<file path="src/rtl/ifq.sv">
`default_nettype none
// ============================================================================
// Module   : ifq
// Brief    : Instruction fetch queue between ifu and decode. Optional
//            zero-latency bypass through an empty queue via IFQ_BYPASS_EN.
// Revision : 1.0 - initial release
// ============================================================================
module ifq #(
    parameter int DEPTH      = 4,
    parameter int XLEN_WIDTH = 32
) (
    input  logic                  clk,
    input  logic                  rst,
    input  logic                  in_valid,
    input  logic [XLEN_WIDTH-1:0] in_inst,
    input  logic [XLEN_WIDTH-1:0] in_addr,
    output logic                  pause,
    input  logic                  flush,
    output logic                  out_valid,
    output logic [XLEN_WIDTH-1:0] out_inst,
    output logic [XLEN_WIDTH-1:0] out_addr,
    input  logic                  out_ready
);

    localparam int c_ptr_w = $clog2(DEPTH);
    localparam int c_cnt_w = c_ptr_w + 1;

    localparam logic [c_cnt_w-1:0] c_full      = c_cnt_w'(DEPTH);
    localparam logic [c_cnt_w-1:0] c_pause_lvl = c_cnt_w'(DEPTH - 1);
    localparam logic [c_cnt_w-1:0] c_cnt_one   = c_cnt_w'(1);
    localparam logic [c_ptr_w-1:0] c_ptr_one   = c_ptr_w'(1);

    logic [XLEN_WIDTH-1:0] r_inst_mem [DEPTH];
    logic [XLEN_WIDTH-1:0] r_addr_mem [DEPTH];
    logic [c_ptr_w-1:0]    r_rd_ptr;
    logic [c_ptr_w-1:0]    r_wr_ptr;
    logic [c_cnt_w-1:0]    r_count;

    logic w_empty;
    logic w_full;
    logic w_pop;
    logic w_push;
    logic w_bypass;

    assign w_empty = (r_count == '0);
    assign w_full  = (r_count == c_full);

    // Only a stored head can be popped; a bypassed entry never touches state.
    assign w_pop   = !w_empty && out_ready && !flush;

`ifdef IFQ_BYPASS_EN
    assign w_bypass  = w_empty && in_valid && out_ready && !flush;
    assign out_valid = (!w_empty || in_valid) && !flush;
    assign out_inst  = w_empty ? in_inst : r_inst_mem[r_rd_ptr];
    assign out_addr  = w_empty ? in_addr : r_addr_mem[r_rd_ptr];
`else
    assign w_bypass  = 1'b0;
    assign out_valid = !w_empty && !flush;
    assign out_inst  = r_inst_mem[r_rd_ptr];
    assign out_addr  = r_addr_mem[r_rd_ptr];
`endif

    assign w_push = in_valid && !flush && (!w_full || w_pop) && !w_bypass;

    // Registered-only source keeps in_valid/out_ready off the ifu pause path.
    assign pause = (r_count >= c_pause_lvl);

    always_ff @(posedge clk or posedge rst) begin
        if (rst) begin
            r_rd_ptr <= '0;
            r_wr_ptr <= '0;
            r_count  <= '0;
        end else if (flush) begin
            r_rd_ptr <= '0;
            r_wr_ptr <= '0;
            r_count  <= '0;
        end else begin
            if (w_pop) begin
                r_rd_ptr <= r_rd_ptr + c_ptr_one;
            end
            if (w_push) begin
                r_wr_ptr <= r_wr_ptr + c_ptr_one;
            end
            case ({w_push, w_pop})
                2'b10:   r_count <= r_count + c_cnt_one;
                2'b01:   r_count <= r_count - c_cnt_one;
                default: r_count <= r_count;
            endcase
        end
    end

    always_ff @(posedge clk or posedge rst) begin
        if (rst) begin
            for (int i = 0; i < DEPTH; i++) begin
                r_inst_mem[i] <= '0;
                r_addr_mem[i] <= '0;
            end
        end else if (w_push) begin
            r_inst_mem[r_wr_ptr] <= in_inst;
            r_addr_mem[r_wr_ptr] <= in_addr;
        end
    end

endmodule
`default_nettype wire

</file>
<file path="config.mk">
export PLATFORM = sky130hd
export DESIGN_NAME = ifq
export DESIGN_NICKNAME = d
export VERILOG_FILES = /design/src/rtl/ifq.sv
export SDC_FILE = /design/constraint.sdc
export NUM_CORES = 1
export LEC_CHECK = 0
export BUFFER_PORTS_ARGS = -buffer_cell sky130_fd_sc_hd__buf_2
export CORE_UTILIZATION = 64
export CTS_CLUSTER_DIAMETER = 50
export DETAILED_ROUTE_END_ITERATION = 8
export PLACE_DENSITY = 0.89
export SLEW_MARGIN = 25
export SYNTH_ARGS = -nofsm -noshare
export SYNTH_HDL_FRONTEND = slang
export SYNTH_SLANG_ARGS = --single-unit
</file>
<file path="constraint.sdc">
create_clock -name clk -period 23.5 [get_ports clk]
set_input_delay 2.35 -clock clk [delete_from_list [all_inputs] [get_ports clk]]
set_output_delay 2.35 -clock clk [all_outputs]
set_load 0.01 [all_outputs]
</file>
==> results.md <==
* Routed wire length at 25000 um
* CP endpoint kind: primary output
* Cells after Synth at 686
* Met1 wire length at 10200 um
* Syn. warnings at 0
* Core area at 19500 um^2
* Vias at 6522
* IO buf count at 134
* Largest buffer count on any clock path at 3
* Top cell by count, worst path: buf_2
* Pin slew with the least headroom to its limit at 0.871 ns
* Switching share of power at 25.8%
* H-tree levels at 1
* R2R setup slack at 20.37 ns
* Top sig layer: met5
* Post-DRT Antenna Nets at 0
* Max frequency at 193 MHz
* Area after DPL at 13100 um^2
* Setup CP Type: input pin to primary output
* Largest net degree at the start of global routing at 102
* Total track usage at 25.6%
* Max cap viols at 0
* Flop pwr share at 44.4%
* RD Place Congestion at 0.748
* CTS tree: yes
* Peak VDD IR at 63.0 uV
* RR Endpoint: r_inst_mem[60]
* Fin. max-slew vios at 0
* Rel. slew slack at 41.9%
* Iter 0 DRT Violations at 236
* CP max FO at 13
* Hold Crit Class: register to register
* CP startpoint: flush
* Internal Pwr Total at 1.07 mW
* Max incr delay on CP at 0.24 ns
* Seq/Total Area, Yosys at 51.7%
* Final Cycle Share at 22.0%
* Met2 WL post-DR at 13100 um
* Antenna violations before repair at 4
* Psw at 0.373 mW
* Post-CTS resize count at 0
* Synthesis-to-layout area growth at 11.2%
* Setup_tns at 0 ns
* Top cell type's share of synthesized area at 51.7%
* Post-route cell area at 14200 um^2
* First drt pass iteration count at 4
* Routed len/inst at 22.8 um
* Syn Nets at 760
* HPWL after DPL at 15400 um
* Num rows at 51
* Area leader, netlist: dfrtp_1
* Clock skew at 0.0149 ns
* DR vias/cell at 5.95
* CP required at 21.15 ns
* Root buf cell: clkbuf_16
* Clock transition at the registers of the reported paths at 0.06 ns
* Reg2reg path depth at 4
* Hold slack at 0.490 ns
* Die height at 143 um
* Final worst slack at 18.32 ns
* Avg Cell Area, Syn at 18.6 um^2
* Library cells used by synthesis at 35
* Share of cells above drive strength 1 at 62.6%
* Flops & latches, synth at 263
* R2R Path Start: r_count[0]
* Chip width at 143 um
* Worst Path Arrival at 2.83 ns
* Shortest period the worst path allows at 5.18 ns
* Total CTS buffers at 29
* Clock share of power at 32.5%
* Post-CTS setup buffers at 0
* DRC at 0
* Area contributors post-synth: dfrtp_1 52%, mux2_4 22%, mux4_2 11%
* CP cell instances: buf_2 > nor2_1 > buf_2
* Leakage at 6.99 nW
* Final setup fails at 0
* Crit start category: input pin
* Total gr overflow at 0
* Hold Violations, Final at 0
* Inserted Diodes at 0
* Clk_lat worst skew at 0.54 ns
* Clk sink count at 263
* Met3 wire length at 1300 um
* PwrDens at 102 nW/um^2
* Top-Level Pins at 135
* Starting density of the core at 65.4%
* First-pass GRT wire length at 40300 um
* Synthesized area at 12700 um^2
* Hold_buf cts at 0
* Slowest-stage cell, CP: buf_2
* Nets@finish at 883
* Die area at 20500 um^2
* Dpl ws at 18.33 ns
* Vias in the first global route at 7423
* Unrepaired setup endpoints after global routing: false
* Power share of the combinational group at 23.0%
* Crit path capture: out_valid
* Status: finished, final reports clean
flip-flops by register name, indices dropped and copies added (netlist names):
register,cells
r_addr_mem,128
r_inst_mem,128
r_count,3
r_rd_ptr,2
r_wr_ptr,2
power groups by stage:
stage,clock [mW],sequential (mW),combinational (mW)
after global routing,0.497,0.654,0.357
after floorplan,0,0.615,0.269
after global placement,0,0.631,0.320
final,0.470,0.642,0.333
after detailed placement,0,0.647,0.333
after CTS,0.476,0.641,0.337
placed cells by master (no fill, tap or decap), types with 2 or more instances in the layout:
master	instances
nor2_1	5
clkbuf_16	29
mux4_2	64
nand3_1	6
buf_2	134
clkinv_4	3
clkbuf_8	8
xor2_1	3
or2_2	2
nor4b_1	2
a21oi_1	3
ha_1	4
nand4b_4	4
buf_6	2
mux2_2	59
mux2_1	7
inv_8	2
clkinvlp_4	2
inv_1	5
dfrtp_4	2
buf_4	6
bufinv_16	3
dfrtp_1	261
o21ai_0	2
mux2_4	190
o2111ai_1	2
clkinv_2	7
critical path: cells and delay by family:
family	cells	cell delay [ns]
AND/OR/NAND/NOR	1	0.09
buffers and inverters	2	0.39
cells by family after synthesis:
| logic type | count (synthesis) | synth area share (%) |
|---|---|---|
| adders and majority gates | 5 | 0.550 |
| xor gates and xnor gates | 4 | 0.275 |
| and+or+nand+nor | 24 | 1.66 |
| DFF | 263 | 51.7 |
| AOI/OAI and AO/OA | 14 | 0.757 |
| buffers and inverters | 56 | 5.48 |
| muxes | 320 | 39.6 |
per-layer routing:
metal	vias up	GRT usage, %
met4	4	5.66
met3	38	5.43
met2	144	45.7
met1	3542	32.1
met5	-	0
li1	2794	-
cell usage after synthesis:
library cell	number
or4b_4	1
a21oi_1	3
nor3_1	1
o21ai_0	2
mux2_2	59
inv_1	6
buf_2	8
xor2_1	3
nand4b_4	4
o2111ai_1	2
mux4_2	64
dfrtp_1	263
fa_1	1
nand2b_1	1
a31oi_1	1
o31ai_1	1
a211oi_1	1
or2_2	2
nand3_1	6
buf_12	28
nand2_1	1
buf_1	3
nor2_1	5
ha_1	4
a21o_2	1
o22ai_1	1
or3b_2	1
o311ai_0	1
mux2_4	190
mux2_1	7
nor4b_1	2
clkbuf_1	8
a32oi_1	1
xnor2_1	1
buf_6	3
how the worst min path moves through the flow:
stage,endpoint,slack (ns),cells past startpoint,startpoint
final,r_addr_mem[92],0.49,1,r_addr_mem[92]
after CTS,r_addr_mem[92],0.49,1,r_addr_mem[92]
after global placement,r_addr_mem[77],0.47,1,r_addr_mem[77]
after global routing,r_addr_mem[72],0.52,1,r_addr_mem[72]
after detailed placement,r_addr_mem[92],0.48,1,r_addr_mem[92]
after floorplan,r_addr_mem[76],0.46,1,r_addr_mem[76]
through the flow:
stage	power, mW	std cells	util [%]
after floorplan	0.884	686	-
after global placement	0.950	1043	67.5
after detailed placement	0.980	1043	67.5
after CTS	1.45	1097	72.7
after global routing	1.51	1097	72.8
final	1.45	1097	72.8
area by class of cell:
class	count	area, um^2
Sequential cell	263	6590
Multi-Input combinational cell	367	5450
Fill cell	1135	5300
Clock buffer	37	836
Timing Repair Buffer	142	738
Tap cell	265	332
Clock inverter	17	186
Inverter	6	30.0
Power figures use the tool's default switching activity.
